**src/rtl/compute_sched_pkg.sv**
```systemverilog
// ---------------------------------------------------------------------------
// compute_sched_pkg
// Shared types and constants for compute_scheduler and its arbiter:
//   - sched_state_e : job sequencing FSM states
//   - JOB_*_LSB     : operand field offsets inside a 128-bit job word
//   - TX_SRC_BIT    : position of the source bit in the transmit word
//   - QNAN          : result substituted when the FP unit never answers
//   - slot_t        : one holding slot (valid flag + job word)
// ---------------------------------------------------------------------------
package compute_sched_pkg;

  typedef enum logic [2:0] {
    ST_IDLE,
    ST_ISSUE0,
    ST_WAIT0,
    ST_ISSUE1,
    ST_WAIT1,
    ST_EMIT
  } sched_state_e;

  localparam int JOB_A1_LSB = 96;
  localparam int JOB_A0_LSB = 64;
  localparam int JOB_B1_LSB = 32;
  localparam int JOB_B0_LSB = 0;

  localparam int TX_SRC_BIT = 64;

  localparam logic [31:0] QNAN = 32'h7FC0_0000;

  typedef struct packed {
    logic         valid;
    logic [127:0] data;
  } slot_t;

  // Extract one 32-bit operand from a job word.
  function automatic logic [31:0] job_field(input logic [127:0] word, input int lsb);
    return word[lsb +: 32];
  endfunction

endpackage

```
**src/rtl/sched_rr_arbiter.sv**
```systemverilog
// ---------------------------------------------------------------------------
// sched_rr_arbiter
// Two-request round-robin arbiter with a registered priority pointer.
// Ports:
//   clock   in  : rising-edge clock
//   reset   in  : asynchronous active-high reset (pointer back to local)
//   req     in 2: request vector, bit 0 = local, bit 1 = peer
//   advance in  : a grant is being taken this cycle; rotate the pointer
//   grant   out2: one-hot grant (combinational from req and pointer)
// ---------------------------------------------------------------------------
module sched_rr_arbiter (
  input  logic       clock,
  input  logic       reset,
  input  logic [1:0] req,
  input  logic       advance,
  output logic [1:0] grant
);

  // 0: local wins a tie, 1: peer wins a tie.
  logic r_ptr;

  // NOTE: every output of a combinational block gets a default first so no
  // path leaves it unassigned, which would infer a latch.
  always_comb begin
    grant = 2'b00;
    if (req == 2'b11) begin
      grant = r_ptr ? 2'b10 : 2'b01;
    end else begin
      grant = req;
    end
  end

  // NOTE: clocked state uses non-blocking assignments so every register
  // samples the pre-edge values, independent of statement order.
  always_ff @(posedge clock or posedge reset) begin
    if (reset) begin
      r_ptr <= 1'b0;
    end else if (advance) begin
      // Point at whichever requester was not just served.
      r_ptr <= grant[0];
    end
  end

endmodule

```
**src/rtl/compute_scheduler.sv**
```systemverilog
// ---------------------------------------------------------------------------
// compute_scheduler
// Arbitrates 128-bit FP jobs from the local receive path and the peer link,
// issues each job's two operand pairs to a shared FP unit and packs both
// results into one transmit word. Keeps sticky overflow/underflow status.
//
// Build option: define SCHED_TIMEOUT_EN to bound every FP wait by
// TIMEOUT_CYCLES; an unanswered operation then yields qNaN and sets the
// sticky `timeout` output (the port exists only in that build).
//
// Ports:
//   clock, reset            : clock, async active-high reset
//   rx_data/rx_irq          : local job word + one-cycle valid
//   peer_data/peer_valid    : peer job word + one-cycle valid
//   fpu_a/fpu_b/fpu_start   : operands and issue pulse to the FP unit
//   fpu_done/fpu_result     : FP unit result and its valid
//   fpu_ovf/fpu_unf         : FP exception flags, qualified by fpu_done
//   tx_data/tx_wr_out       : {63'b0, source, R1, R0} + write strobe
//   overflow/underflow      : sticky exception status
//   clear_flags             : synchronous clear of the sticky status
//   drop_err                : pulse when an arriving job finds its slot full
//   busy                    : FSM not idle
// ---------------------------------------------------------------------------
module compute_scheduler
  import compute_sched_pkg::*;
#(
  parameter int TIMEOUT_CYCLES = 255
)
(
  input  logic         clock,
  input  logic         reset,
  input  logic [127:0] rx_data,
  input  logic         rx_irq,
  input  logic [127:0] peer_data,
  input  logic         peer_valid,
  output logic [31:0]  fpu_a,
  output logic [31:0]  fpu_b,
  output logic         fpu_start,
  input  logic         fpu_done,
  input  logic [31:0]  fpu_result,
  input  logic         fpu_ovf,
  input  logic         fpu_unf,
  output logic [127:0] tx_data,
  output logic         tx_wr_out,
  output logic         overflow,
  output logic         underflow,
  input  logic         clear_flags,
  output logic         drop_err,
`ifdef SCHED_TIMEOUT_EN
  output logic         timeout,
`endif
  output logic         busy
);

  sched_state_e r_state;
  slot_t        r_slot_loc;
  slot_t        r_slot_peer;
  logic [31:0]  r_op1_a;
  logic [31:0]  r_op1_b;
  logic [31:0]  r_res0;
  logic         r_src;

  logic [1:0]   w_req;
  logic [1:0]   w_grant;
  logic         w_take;
  logic         w_take_loc;
  logic         w_take_peer;
  logic [127:0] w_gnt_data;
  logic         w_in_wait;
  logic         w_fpu_ack;
  logic         w_op_done;
  logic [31:0]  w_op_result;
  logic [127:0] w_tx_word;

  assign w_req       = {r_slot_peer.valid, r_slot_loc.valid};
  assign w_take      = (r_state == ST_IDLE) && (|w_req);
  assign w_take_loc  = w_take && w_grant[0];
  assign w_take_peer = w_take && w_grant[1];
  assign w_gnt_data  = w_grant[1] ? r_slot_peer.data : r_slot_loc.data;
  assign w_in_wait   = (r_state == ST_WAIT0) || (r_state == ST_WAIT1);
  // A done is only meaningful while an operation is outstanding.
  assign w_fpu_ack   = w_in_wait && fpu_done;
  assign busy        = (r_state != ST_IDLE);

  sched_rr_arbiter u_arb (
    .clock   (clock),
    .reset   (reset),
    .req     (w_req),
    .advance (w_take),
    .grant   (w_grant)
  );

`ifdef SCHED_TIMEOUT_EN
  localparam int TO_W = ($clog2(TIMEOUT_CYCLES + 1) > 8) ? $clog2(TIMEOUT_CYCLES + 1) : 8;

  logic [TO_W-1:0] r_to_cnt;
  logic            w_expire;

  // Expire on the TIMEOUT_CYCLES-th consecutive wait cycle without a done.
  assign w_expire    = w_in_wait && !fpu_done && (r_to_cnt == TO_W'(TIMEOUT_CYCLES - 1));
  assign w_op_done   = w_in_wait && (fpu_done || w_expire);
  assign w_op_result = fpu_done ? fpu_result : QNAN;

  always_ff @(posedge clock or posedge reset) begin
    if (reset) begin
      r_to_cnt <= '0;
      timeout  <= 1'b0;
    end else begin
      // ISSUE always precedes WAIT, so the count starts from zero each time.
      r_to_cnt <= w_in_wait ? r_to_cnt + 1'b1 : '0;
      if (clear_flags) begin
        timeout <= 1'b0;
      end else if (w_expire) begin
        timeout <= 1'b1;
      end
    end
  end
`else
  assign w_op_done   = w_fpu_ack;
  assign w_op_result = fpu_result;
`endif

  always_comb begin
    w_tx_word                = '0;
    w_tx_word[31:0]          = r_res0;
    w_tx_word[63:32]         = w_op_result;
    w_tx_word[TX_SRC_BIT]    = r_src;
  end

  // Holding slots. A slot being granted on this edge is free to take a new
  // word on the same edge, so a back-to-back valid is not dropped.
  always_ff @(posedge clock or posedge reset) begin
    if (reset) begin
      r_slot_loc  <= '0;
      r_slot_peer <= '0;
      drop_err    <= 1'b0;
    end else begin
      if (rx_irq && (!r_slot_loc.valid || w_take_loc)) begin
        r_slot_loc <= '{valid: 1'b1, data: rx_data};
      end else if (w_take_loc) begin
        r_slot_loc.valid <= 1'b0;
      end

      if (peer_valid && (!r_slot_peer.valid || w_take_peer)) begin
        r_slot_peer <= '{valid: 1'b1, data: peer_data};
      end else if (w_take_peer) begin
        r_slot_peer.valid <= 1'b0;
      end

      drop_err <= (rx_irq && r_slot_loc.valid && !w_take_loc) ||
                  (peer_valid && r_slot_peer.valid && !w_take_peer);
    end
  end

  // Job sequencer; every output is registered and set on the edge that
  // enters the state it belongs to.
  always_ff @(posedge clock or posedge reset) begin
    if (reset) begin
      r_state   <= ST_IDLE;
      r_op1_a   <= '0;
      r_op1_b   <= '0;
      r_res0    <= '0;
      r_src     <= 1'b0;
      fpu_a     <= '0;
      fpu_b     <= '0;
      fpu_start <= 1'b0;
      tx_data   <= '0;
      tx_wr_out <= 1'b0;
      overflow  <= 1'b0;
      underflow <= 1'b0;
    end else begin
      fpu_start <= 1'b0;
      tx_wr_out <= 1'b0;

      // Clear has priority over flags arriving on the same edge.
      if (clear_flags) begin
        overflow  <= 1'b0;
        underflow <= 1'b0;
      end else if (w_fpu_ack) begin
        overflow  <= overflow | fpu_ovf;
        underflow <= underflow | fpu_unf;
      end

      case (r_state)
        ST_IDLE: begin
          if (w_take) begin
            fpu_a     <= job_field(w_gnt_data, JOB_A0_LSB);
            fpu_b     <= job_field(w_gnt_data, JOB_B0_LSB);
            r_op1_a   <= job_field(w_gnt_data, JOB_A1_LSB);
            r_op1_b   <= job_field(w_gnt_data, JOB_B1_LSB);
            r_src     <= w_grant[1];
            fpu_start <= 1'b1;
            r_state   <= ST_ISSUE0;
          end
        end
        ST_ISSUE0: r_state <= ST_WAIT0;
        ST_WAIT0: begin
          if (w_op_done) begin
            r_res0    <= w_op_result;
            fpu_a     <= r_op1_a;
            fpu_b     <= r_op1_b;
            fpu_start <= 1'b1;
            r_state   <= ST_ISSUE1;
          end
        end
        ST_ISSUE1: r_state <= ST_WAIT1;
        ST_WAIT1: begin
          if (w_op_done) begin
            tx_data   <= w_tx_word;
            tx_wr_out <= 1'b1;
            r_state   <= ST_EMIT;
          end
        end
        ST_EMIT: r_state <= ST_IDLE;
        default: r_state <= ST_IDLE;
      endcase
    end
  end

endmodule
```
**config.mk**
```make
export PLATFORM = sky130hd
export DESIGN_NAME = compute_scheduler
export DESIGN_NICKNAME = d
export VERILOG_FILES = /design/src/rtl/compute_sched_pkg.sv /design/src/rtl/sched_rr_arbiter.sv /design/src/rtl/compute_scheduler.sv
export SDC_FILE = /design/constraint.sdc
export NUM_CORES = 1
export LEC_CHECK = 0
export ABC_CLOCK_PERIOD_IN_PS = 26800
export BUFFER_PORTS_ARGS = -buffer_cell sky130_fd_sc_hd__buf_2
export CAP_MARGIN = 20
export CORE_ASPECT_RATIO = 0.9
export CORE_MARGIN = 3
export CORE_UTILIZATION = 58
export DETAILED_ROUTE_END_ITERATION = 10
export GPL_ROUTABILITY_DRIVEN = 0
export HOLD_SLACK_MARGIN = 0.03
export MAX_ROUTING_LAYER = met4
export PLACE_DENSITY = 0.88
export SKIP_LAST_GASP = 1
export SYNTH_ARGS = -nofsm -noshare
export SYNTH_HDL_FRONTEND = slang
export SYNTH_SLANG_ARGS = --single-unit
export TNS_END_PERCENT = 50
```
**constraint.sdc**
```tcl
create_clock -name clock -period 26.8 [get_ports clock]
set_input_delay 5.36 -clock clock [delete_from_list [all_inputs] [get_ports clock]]
set_output_delay 5.36 -clock clock [all_outputs]
set_load 0.005 [all_outputs]
```
==> out/qor.tcl, run 1 <==
set qor(run_status) {completed}
set qor(route.detailed.vias_per_inst) 5.81
set qor(timing_hold_violations_final) 0
set qor(utilization_pct) 70.2
set qor(worstHoldPathType) {reg -> reg}
set qor(drt_first_pass_iters) 7
set qor(register_area_sq_mm) 0.0123
set qor(crit_slowest_cell) {sky130_fd_sc_hd__nand3_4}
set qor(path_depth_of_the_worst_reg2reg_path) 6
set qor(highest_net_fanout_along_the_worst_path) 65
set qor(setup_viol) 0
set qor(timing.max_cap.violations) 0
set qor(grt_first_pass_wirelength_microns) 87300
set qor(place.detailed.hpwl_microns) 37300
set qor(fmax_mhz) 135
set qor(placement_rows) 65
set qor(die-height_microns) 187
set qor(synth_top_family_by_area) {multiplexers}
set qor(cts_tree) {done}
set qor(fp.dieArea_sq_mm) 0.0386
set qor(clkSlewWorstSetupHoldPaths_ps) 60
set qor(synth.cell_area_sq_mm) 0.0210
set qor(die_x_microns) 207
set qor(synth_cell_type_count) 32
set qor(post_cts_resize_count) 0
set qor(timing.rr.start) {r_slot_peer[128]$_DFFE_PP0P_}
set qor(finalWirelength_microns) 57800
set qor(fillerInstances) 2332
set qor(fin_crit_ps) 7400
set qor(edff_count_synth) 0
set qor(largest_net_degree_at_the_start_of_global_routing) 180
set qor(post_drt_wl_per_cell_microns) 23.2
set qor(regToRegSetupSlack_ps) 23020
set qor(hold_slack_ps) 478
set qor(cts_setup_buffers) 0
set qor(port-buffer-count) 430
set qor(cts_made_buffers) 47
set qor(hold_start) {fpu_a[12]$_DFFE_PP0P_}
set qor(postSynth.asyncResetShare_pct) 100
set qor(first_global_vias) 15209
set qor(globalRoute.totalOverflow) 0
set qor(htreeDepth) 2
set qor(cp_data_arrival_time_ps) 7860
set qor(area_of_the_multi_input_gates_sq_mm) 0.00791
set qor(post_synth_fa_ha_maj_area_fraction_pct) 0
set qor(max_slew.worst_pin.slew_ps) 1060
set qor(worstSkewPairLatency_ps) 570
set qor(track_usage_pct) 29.9
set qor(clock-skew-final_ps) 23.2
set qor(final_antenna_net_count) 0
set qor(drt_first_iter_violations) 1046
set qor(fin_tns_setup_ps) 0
set qor(synth-compound-area-share_pct) 7.21
set qor(clockBufferDepth) 3
set qor(synth_xor_xnor_area_share_pct) 0.0833
set qor(most_common_cell_on_crit_path) {sky130_fd_sc_hd__o21ai_0}
set qor(synth_simple_gate_area_share_pct) 4.84
set qor(clockRootBuffer) {sky130_fd_sc_hd__clkbuf_16}
set qor(nets) 2258
set qor(p_per_area_mw_per_mm2) 136
set qor(floorplan.io_pins) 494
set qor(final_max_slew_viol_count) 0
set qor(post_route_cells_drive_above_1_share_pct) 44.6
set qor(rsz0062_at_grt) {no}
set qor(crit_path_end) {fpu_b[12]$_DFFE_PP0P_}
set qor(critical_path.endpoint_type) {flip-flop}
set qor(synth_seq_area_share_pct) 58.7
set qor(synth_mux_area_share_pct) 24.1
set qor(gate_count_after_technology_mapping) 1576
set qor(ys.warnings.count) 0
set qor(dr_total_vias) 14487
set qor(synth_seq_cells) 493
set qor(initial_utilization_pct) 59.4
set qor(cpPeakStageDelay_ps) 730
set qor(avg_inst_size_synth_sq_um) 13.3
set qor(design_area_sq_mm) 0.0248
set qor(clock_sink_total) 493
set qor(critical_path_required_ps) 27260
set qor(cts_hold_buf) 0
set qor(finalPower_mw) 3.37
set qor(layout-area-overhead-vs-synth_pct) 18.0
set qor(criticalPathCategory) {in -> reg}
set qor(core_area_sq_mm) 0.0354
set qor(ordered_list_of_cells_on_the_worst_path) {buf_2 -> nand2b_1 -> nand3_4 -> inv_2 -> buf_12 -> o21ai_0 -> o21ai_0}
set qor(synth-main-ff-cell) {sky130_fd_sc_hd__dfrtp_1}
set qor(power.ir.vdd_worst_v) 0.0000759
set qor(drc) 0
set qor(final_min_period_over_clock_period_pct) 27.6
set qor(worst_setup_path_start_kind) {primary input}
set qor(placedInstanceArea_sq_mm) 0.0232
set qor(leakagePower_nw) 12.2
set qor(max_slew_margin_pct) 29.2
set qor(startpoint) {fpu_done}
set qor(regToRegEndpoint) {r_slot_peer[120]$_DFFE_PP0P_}
set qor(antenna_found_initial) 23
## state kept, by name, summed over array words and instances, names as in the netlist
register	flops
overflow	1
tx_wr_out	1
r_slot_peer	129
tx_data	65
drop_err	1
fpu_start	1
r_state	3
r_slot_loc	129
r_src	1
fpu_a	32
underflow	1
fpu_b	32
r_res0	32
r_op1_b	32
u_arb.r_ptr	1
r_op1_a	32
## metrics by stage
stage	setup WS, ps	std cells
3_5_place_dp	18600	2381
3_3_place_gp	18720	2380
5_1_grt	19080	2492
6_report	19400	2493
4_1_cts	19110	2468
2_1_floorplan	7680	1638
## cells by family (layout without fill, tap and decap cells)
logic type / after synthesis / count (layout)
buffers and inverters: 179 / 541
and+or+nand+nor: 216 / 216
AOI/OAI and AO/OA: 268 / 268
xor gates and xnor gates: 2 / 2
other: 1 / 87
muxes: 417 / 417
DFF: 493 / 493
## worst max-delay path: cells and delay by family
kind | cells | cell delay [ps]
AND/OR/NAND/NOR | 2 | 930
buffers and inverters | 3 | 1120
AO/OA/AOI/OAI | 2 | 390
## placed cells by master, fill, tap and decap left out, drive strengths merged, types with 3 or more instances in the layout
master / n
nor2: 4
diode: 24
mux2: 353
mux2i: 64
nand2: 136
o21ai: 195
conb: 63
dfrtp: 493
nand2b: 4
a21oi: 4
a211oi: 65
clkbuf: 70
clkinv: 9
inv: 8
bufinv: 3
and3: 65
buf: 449
## cell usage after synthesis (5+ instances only)
library cell               number  share of area [%]
sky130_fd_sc_hd__dfrtp_1      493                 59
sky130_fd_sc_hd__mux2_2       232                 12
sky130_fd_sc_hd__o21ai_0      170                4.0
sky130_fd_sc_hd__nand2_1      136                2.4
sky130_fd_sc_hd__mux2_4       120                8.6
sky130_fd_sc_hd__a211oi_1      65                2.3
sky130_fd_sc_hd__and3_1        65                1.9
sky130_fd_sc_hd__mux2i_1       64                3.0
sky130_fd_sc_hd__buf_4         63                2.2
sky130_fd_sc_hd__clkbuf_1      49               0.87
sky130_fd_sc_hd__buf_2         42                1.0
sky130_fd_sc_hd__o21ai_1       24               0.57
sky130_fd_sc_hd__buf_6         15               0.80
sky130_fd_sc_hd__buf_1          5              0.089
## where the power goes
part	internal (mW)	leakage [nW]	switching [mW]	total (mW)
clock network	0.389	0.772	0.291	0.680
logic	0.660	5.53	0.676	1.34
registers	1.13	5.95	0.231	1.36
total	2.17	12.2	1.20	3.37
## per-layer routing
layer	part of all wire (%)	global-route usage (%)	wire [microns]
met3	9.0	7.12	5210
met5	0	-	0
met2	49	46.7	28300
met4	3.8	12.3	2180
met1	38	37.7	22200
## final cells by class
| class | instances | share of cell area, % |
|---|---|---|
| sequential | 493 | 49.7 |
| multi-input combinational | 966 | 31.9 |
| timing repair buffer | 449 | 9.40 |
| clock buffer | 70 | 5.58 |
| tap | 469 | 2.36 |
| clock inverter | 17 | 0.756 |
| antenna | 24 | 0.242 |
| inverter | 5 | 0.106 |
## how the worst min path moves through the flow
stage	to	slack (ps)	depth (start not counted)
2_1_floorplan	r_src$_DFFE_PP0P_	440	2
3_3_place_gp	r_op1_a[6]$_DFFE_PP0P_	460	2
3_5_place_dp	r_op1_b[25]$_DFFE_PP0P_	460	2
4_1_cts	r_op1_b[15]$_DFFE_PP0P_	480	2
5_1_grt	r_op1_b[15]$_DFFE_PP0P_	500	2
6_report	fpu_a[12]$_DFFE_PP0P_	480	2
Power figures use the tool's default switching activity.
==> inputs of run 2 (changes only) <==
--- a/config.mk
+++ b/config.mk
@@ -5,17 +5,17 @@
 export SDC_FILE = /design/constraint.sdc
 export NUM_CORES = 1
 export LEC_CHECK = 0
-export ABC_CLOCK_PERIOD_IN_PS = 26800
+export ABC_CLOCK_PERIOD_IN_PS = 6300
 export BUFFER_PORTS_ARGS = -buffer_cell sky130_fd_sc_hd__buf_2
 export CAP_MARGIN = 20
 export CORE_ASPECT_RATIO = 0.9
 export CORE_MARGIN = 3
-export CORE_UTILIZATION = 58
+export CORE_UTILIZATION = 49
 export DETAILED_ROUTE_END_ITERATION = 10
 export GPL_ROUTABILITY_DRIVEN = 0
 export HOLD_SLACK_MARGIN = 0.03
 export MAX_ROUTING_LAYER = met4
-export PLACE_DENSITY = 0.88
+export PLACE_DENSITY = 0.8
 export SKIP_LAST_GASP = 1
 export SYNTH_ARGS = -nofsm -noshare
 export SYNTH_HDL_FRONTEND = slang
==> constraint.sdc (replaced) <==
create_clock -name clock -period 6.3 [get_ports clock]
set_input_delay 1.26 -clock clock [delete_from_list [all_inputs] [get_ports clock]]
set_output_delay 1.26 -clock clock [all_outputs]
set_load 0.005 [all_outputs]
==> run 2 against run 1 <==
Effect of this change:
- sequential share of layout area down 0.32 points
- flip-flop and latch count unchanged
- non-clock buffer count up 1
- final cell count up 3.1%
- cell area up 0.66%
- critical path depth down 1
==> out/qor.tcl, run 2 (synthesis gave the netlist of run 1 again) <==
set qor(top_signal_layer_used) {met4}
set qor(power.sequential.fraction_pct) 40.3
set qor(finalWirelength_microns) 54300
set qor(fp.dieArea_sq_mm) 0.0454
set qor(rsz0062_at_grt) {no}
set qor(design_area_sq_mm) 0.0250
set qor(most_common_cell_after_layout_fill_and_taps_aside) {sky130_fd_sc_hd__dfrtp_1}
set qor(worst_path_buf_inv) 3
set qor(run_status) {completed}
set qor(p_per_area_mw_per_mm2) 567
set qor(critPathTopFamily) {buffers and inverters}
set qor(final_min_period_over_clock_period_pct) 54.2
set qor(timing_hold_violations_final) 0
set qor(initial_utilization_pct) 49.9
set qor(drc) 0
set qor(clkSlewWorstSetupHoldPaths_ps) 60
set qor(htreeDepth) 2
set qor(leakagePower_nw) 12.3
set qor(final_max_slew_viol_count) 0
set qor(grt_first_pass_wirelength_microns) 84600
set qor(nets) 2261
set qor(core_area_sq_mm) 0.0421
set qor(timing.max_cap.violations) 0
set qor(met1Wirelength_microns) 22700
set qor(p_int_mw) 9.30
set qor(layout-area-overhead-vs-synth_pct) 18.8
set qor(highest_net_fanout_along_the_worst_path) 63
set qor(clockRootBuffer) {sky130_fd_sc_hd__clkbuf_16}
set qor(worstHoldPathType) {reg -> reg}
set qor(criticalPathCategory) {reg -> reg}
set qor(ordered_list_of_cells_on_the_worst_path) {buf_4 -> nand2_4 -> buf_4 -> buf_4 -> a211oi_1 -> o21ai_0}
set qor(critical_path_required_ps) 6740
set qor(drt_first_iter_violations) 985
set qor(clock-skew-final_ps) 24.1
set qor(floorplan.io_pins) 494
set qor(placedInstanceArea_sq_mm) 0.0233
set qor(power.switching_mw) 4.87
set qor(crit_slowest_cell) {sky130_fd_sc_hd__nand2_4}
set qor(die_x_microns) 224
set qor(fin_crit_ps) 3410
set qor(max_slew.worst_pin.slew_ps) 1100
set qor(power.ir.vdd_worst_v) 0.000340
set qor(cts_tree) {done}
set qor(post_route_cells_drive_above_1_share_pct) 44.7
set qor(route.met3.wl_microns) 4360
set qor(first_global_vias) 14562
set qor(setup_slack_ps) 2890
set qor(post_cts_resize_count) 0
set qor(post_drt_wl_per_cell_microns) 21.1
set qor(cts_setup_buffers) 0
set qor(dr_total_vias) 13839
set qor(cpPeakStageDelay_ps) 680
set qor(dr_wl_met2_microns) 26200
set qor(largest_net_degree_at_the_start_of_global_routing) 140
set qor(comb_power_share_pct) 39.0
set qor(most_common_cell_on_crit_path) {sky130_fd_sc_hd__buf_4}
set qor(clock_sink_total) 493
set qor(port-buffer-count) 430
set qor(cp_data_arrival_time_ps) 3850
set qor(worst_setup_path_start_kind) {flip-flop}
set qor(cts_hold_buf) 0
set qor(utilization_pct) 59.3
set qor(die-height_microns) 203
set qor(swShare_pct) 34.4
set qor(max_slew_margin_pct) 26.7
set qor(placement_rows) 71
set qor(layout.cells.most_common_list) {sky130_fd_sc_hd__dfrtp_1 (492), sky130_fd_sc_hd__buf_2 (430), sky130_fd_sc_hd__mux2_2 (232), sky130_fd_sc_hd__o21ai_0 (169), sky130_fd_sc_hd__nand2_1 (132)}
set qor(cts_made_buffers) 49
set qor(clockBufferDepth) 3
set qor(drt_first_pass_iters) 7
set qor(finalPower_mw) 14.2
set qor(antenna_found_initial) 18
set qor(place.detailed.hpwl_microns) 36000
set qor(route.detailed.vias_per_inst) 5.38
set qor(power.clock.fraction_pct) 20.7
set qor(track_usage_pct) 24.4
set qor(pre_cts_slack_ps) 2580
set qor(worstSkewPairLatency_ps) 580
set qor(final_antenna_net_count) 0
set qor(globalRoute.totalOverflow) 0
set qor(fmax_mhz) 293
set qor(setup_viol) 0
set qor(reg_top3) {r_slot_loc x129, r_slot_peer x129, tx_data x65}
set qor(critical_path.endpoint_type) {flip-flop}
-- run 2: worst paths after layout --
check,slack [ps],end,cells past startpoint,from
setup reg to reg,2890,fpu_b[19]$_DFFE_PP0P_,6,r_slot_peer[128]$_DFFE_PP0P_
max in group asynchronous,3990,tx_data[35]$_DFFE_PP0P_,4,reset
hold reg to reg,470,fpu_b[31]$_DFFE_PP0P_,2,fpu_b[31]$_DFFE_PP0P_
setup / recovery,2890,fpu_b[19]$_DFFE_PP0P_,6,r_slot_peer[128]$_DFFE_PP0P_
hold / removal,470,fpu_b[31]$_DFFE_PP0P_,2,fpu_b[31]$_DFFE_PP0P_
min in group asynchronous,720,r_slot_peer[6]$_DFFE_PP0P_,2,reset
-- run 2: layout make-up --
class | instances | area [sq um]
antenna | 20 | 50.0
clock buffer | 76 | 1490
clock inverter | 13 | 143
fill | 3282 | 17100
inverter | 5 | 22.5
multi-input combinational | 966 | 7910
sequential | 493 | 12300
tap | 547 | 684
timing repair buffer | 450 | 2350
-- run 2: per-stage QoR --
stage / hold slack (ps) / instances / setup TNS [ps]
after global routing: 503 / 2567 / 0
after global placement: 455 / 2461 / 0
final: 471 / 2570 / 0
after floorplan: 444 / 1638 / -811760
after detailed placement: 465 / 2461 / 0
after CTS: 478 / 2550 / 0
-- run 2: routing by layer --
layer / vias to the layer above / track usage, %
met4: 0 / 6.54
li1: 6236 / -
met2: 497 / 38.8
met3: 73 / 6.65
met1: 7033 / 31.2
met5: - / -
-- run 2: power by group through the flow --
stage / Sequential [mW] / Clock [mW] / Combinational, mW
finish: 5.72 / 2.93 / 5.53
global route: 5.89 / 3.13 / 6.05
CTS: 5.70 / 2.99 / 5.60
detailed placement: 5.73 / 0 / 5.56
global placement: 5.63 / 0 / 5.38
floorplan: 5.47 / 0 / 4.08
-- run 2: worst min-delay path, cell delays in order (launching register included) --
cell and delay [ps]:
sky130_fd_sc_hd__dfrtp_1 340, sky130_fd_sc_hd__nand2_1 40, sky130_fd_sc_hd__o21ai_0 50
==> inputs of run 3 (changes only) <==
--- a/config.mk
+++ b/config.mk
@@ -5,7 +5,7 @@
 export SDC_FILE = /design/constraint.sdc
 export NUM_CORES = 1
 export LEC_CHECK = 0
-export ABC_CLOCK_PERIOD_IN_PS = 6300
+export ABC_CLOCK_PERIOD_IN_PS = 2800
 export BUFFER_PORTS_ARGS = -buffer_cell sky130_fd_sc_hd__buf_2
 export CAP_MARGIN = 20
 export CORE_ASPECT_RATIO = 0.9
==> constraint.sdc (replaced) <==
create_clock -name clock -period 2.8 [get_ports clock]
set_input_delay 0.56 -clock clock [delete_from_list [all_inputs] [get_ports clock]]
set_output_delay 0.56 -clock clock [all_outputs]
set_load 0.005 [all_outputs]
==> run 3 against run 2 <==
Effect of this change:
- maximum frequency up 41%
- die area unchanged
- critical path depth unchanged
- non-clock buffer count up 19
==> out/qor.tcl, run 3 (synthesis gave the netlist of run 1 again) <==
set qor(core_area_sq_mm) 0.0421
set qor(fin_crit_ps) 2410
set qor(placement_rows) 71
set qor(rsz0062_at_grt) {no}
set qor(worst_setup_path_start_kind) {flip-flop}
set qor(utilization_pct) 60.5
set qor(finalPower_mw) 32.9
set qor(finalWirelength_microns) 56400
set qor(post_drt_wl_per_cell_microns) 21.8
set qor(clkSlewWorstSetupHoldPaths_ps) 60
set qor(timing_hold_violations_final) 0
set qor(grtUsageMet1_pct) 31.3
set qor(regToRegSetupSlack_ps) 390
set qor(run_status) {completed}
set qor(nets) 2281
set qor(clockRootBuffer) {sky130_fd_sc_hd__clkbuf_16}
set qor(global_route.peak_usage_layer) {met2}
set qor(post_cts_resize_count) 0
set qor(die_x_microns) 224
set qor(floorplan.io_pins) 494
set qor(layout-area-overhead-vs-synth_pct) 21.0
set qor(power.ir.vdd_worst_v) 0.000743
set qor(max_slew.worst_pin.slew_ps) 905
set qor(setup_viol) 0
set qor(groute.layer.met2.usage_pct) 39.8
set qor(final_max_slew_viol_count) 0
set qor(drc) 0
set qor(post_route_cells_drive_above_1_share_pct) 45.4
set qor(critical_path_required_ps) 3270
set qor(initial_utilization_pct) 49.9
set qor(clock_sink_total) 493
set qor(cts_tree) {done}
set qor(cpPeakStageDelay_ps) 530
set qor(first_global_vias) 15181
set qor(critical_path.endpoint_type) {flip-flop}
set qor(final_antenna_net_count) 0
set qor(htreeDepth) 2
set qor(die-height_microns) 203
set qor(hold_start) {clear_flags}
set qor(reg_top3) {r_slot_loc x129, r_slot_peer x129, tx_data x65}
set qor(regToRegEndpoint) {r_slot_loc[64]$_DFFE_PP0P_}
set qor(worstSkewPairLatency_ps) 590
set qor(cp_data_arrival_time_ps) 2880
set qor(final_min_period_over_clock_period_pct) 86.2
set qor(timing.rr.start) {r_state[1]$_DFFE_PP0P_}
set qor(placedInstanceArea_sq_mm) 0.0236
set qor(drt_first_pass_iters) 7
set qor(most_common_cell_after_layout_fill_and_taps_aside) {sky130_fd_sc_hd__dfrtp_1}
set qor(dr_total_vias) 14072
set qor(crit_slowest_cell) {sky130_fd_sc_hd__dfrtp_1}
set qor(worstHoldEndpoint) {underflow$_DFFE_PP0P_}
set qor(clock-skew-final_ps) 19.0
set qor(cts_setup_buffers) 0
set qor(grt_first_pass_wirelength_microns) 87200
set qor(fp.dieArea_sq_mm) 0.0454
set qor(fmax_mhz) 414
set qor(globalRoute.totalOverflow) 0
set qor(hold_path_depth) 2
set qor(antenna_found_initial) 23
set qor(path_depth_of_the_worst_reg2reg_path) 6
set qor(p_per_area_mw_per_mm2) 1290
set qor(timing.max_cap.violations) 0
set qor(critPathTopFamily) {simple AND/OR/NAND/NOR gates}
set qor(drt_first_iter_violations) 1015
set qor(clockBufferDepth) 3
set qor(port-buffer-count) 430
set qor(worst_path_buf_inv) 2
set qor(track_usage_pct) 25.3
set qor(ordered_list_of_cells_on_the_worst_path) {nor3_4 -> inv_2 -> o21ai_2 -> nand2_4 -> buf_12 -> mux2_4}
set qor(leakagePower_nw) 12.5
set qor(design_area_sq_mm) 0.0255
set qor(route.detailed.vias_per_inst) 5.43
set qor(layout.cells.most_common_list) {sky130_fd_sc_hd__dfrtp_1 (492), sky130_fd_sc_hd__buf_2 (430), sky130_fd_sc_hd__mux2_2 (232), sky130_fd_sc_hd__o21ai_0 (169), sky130_fd_sc_hd__nand2_1 (132)}
set qor(largest_net_degree_at_the_start_of_global_routing) 103
set qor(cts_made_buffers) 50
set qor(highest_net_fanout_along_the_worst_path) 62
set qor(max_slew_margin_pct) 39.7
set qor(worstHoldPathType) {in -> reg}
set qor(grt.met3_usage_pct) 6.58
set qor(criticalPathCategory) {reg -> reg}
set qor(place.detailed.hpwl_microns) 38500
-- run 3: cell count changes in the layout (fill, tap and decap cells not counted) --
cell and delta:
sky130_fd_sc_hd__inv_16 -1, sky130_fd_sc_hd__dlygate4sd3_1 +1, sky130_fd_sc_hd__clkbuf_1 -3, sky130_fd_sc_hd__clkinv_4 +2, sky130_fd_sc_hd__clkbuf_16 +2, sky130_fd_sc_hd__clkbuf_8 -2
sky130_fd_sc_hd__inv_6 -1, sky130_fd_sc_hd__bufinv_16 +5, sky130_fd_sc_hd__buf_12 +13, sky130_fd_sc_hd__buf_4 +5, sky130_fd_sc_hd__clkinv_2 -4, sky130_fd_sc_hd__clkinvlp_4 +4
sky130_fd_sc_hd__diode_2 +2
-- run 3: timing repair --
action / CTS / global route
hold buffers: 1 / 0
hold endpoints to repair: 5 / 0
endpoints found under the setup margin: 0 / 0
-- run 3: worst max path at each step --
stage,startpoint,to,slack (ps),cells after the start
after floorplan,reset,drop_err$_DFF_PP0_,-4450,1
after global placement,u_arb.r_ptr$_DFFE_PP0P_,r_slot_peer[117]$_DFFE_PP0P_,490,5
after detailed placement,u_arb.r_ptr$_DFFE_PP0P_,r_slot_peer[88]$_DFFE_PP0P_,450,5
after CTS,r_state[1]$_DFFE_PP0P_,r_slot_loc[64]$_DFFE_PP0P_,430,6
after global routing,u_arb.r_ptr$_DFFE_PP0P_,r_slot_peer[108]$_DFFE_PP0P_,320,5
final,r_state[1]$_DFFE_PP0P_,r_slot_loc[64]$_DFFE_PP0P_,390,6
-- run 3: metrics by stage --
step	setup TNS, ps	hold slack [ps]	setup slack, ps	std cells
floorplan	-2192160	444	-4450	1638
global placement	0	455	494	2479
detailed placement	0	464	447	2479
CTS	0	146	432	2571
global route	0	164	316	2593
finish	0	178	386	2593
-- run 3: per-layer routing --
metal,share of wire [%],wire length [microns],vias to the layer above
met5,0,0,-
met4,3.2,1810,0
met3,7.5,4230,121
met2,48,27100,549
met1,41,23200,7150
li1,-,-,6252
-- run 3: final cells by class --
class | instances | area, sq um
diodes | 22 | 55.1
clock buffers | 73 | 1500
clock inverters | 18 | 292
fillers | 3180 | 16700
inverters | 5 | 22.5
multi-input cells | 966 | 7910
flip-flops and latches | 493 | 12300
well taps | 547 | 684
repair buffers | 469 | 2660
-- run 3: report_power, final --
part | switching [mW] | internal (mW) | leakage, nW
Combinational | 6.27 | 6.50 | 5.68
Sequential | 2.13 | 10.8 | 5.95
Clock | 2.84 | 4.36 | 0.859
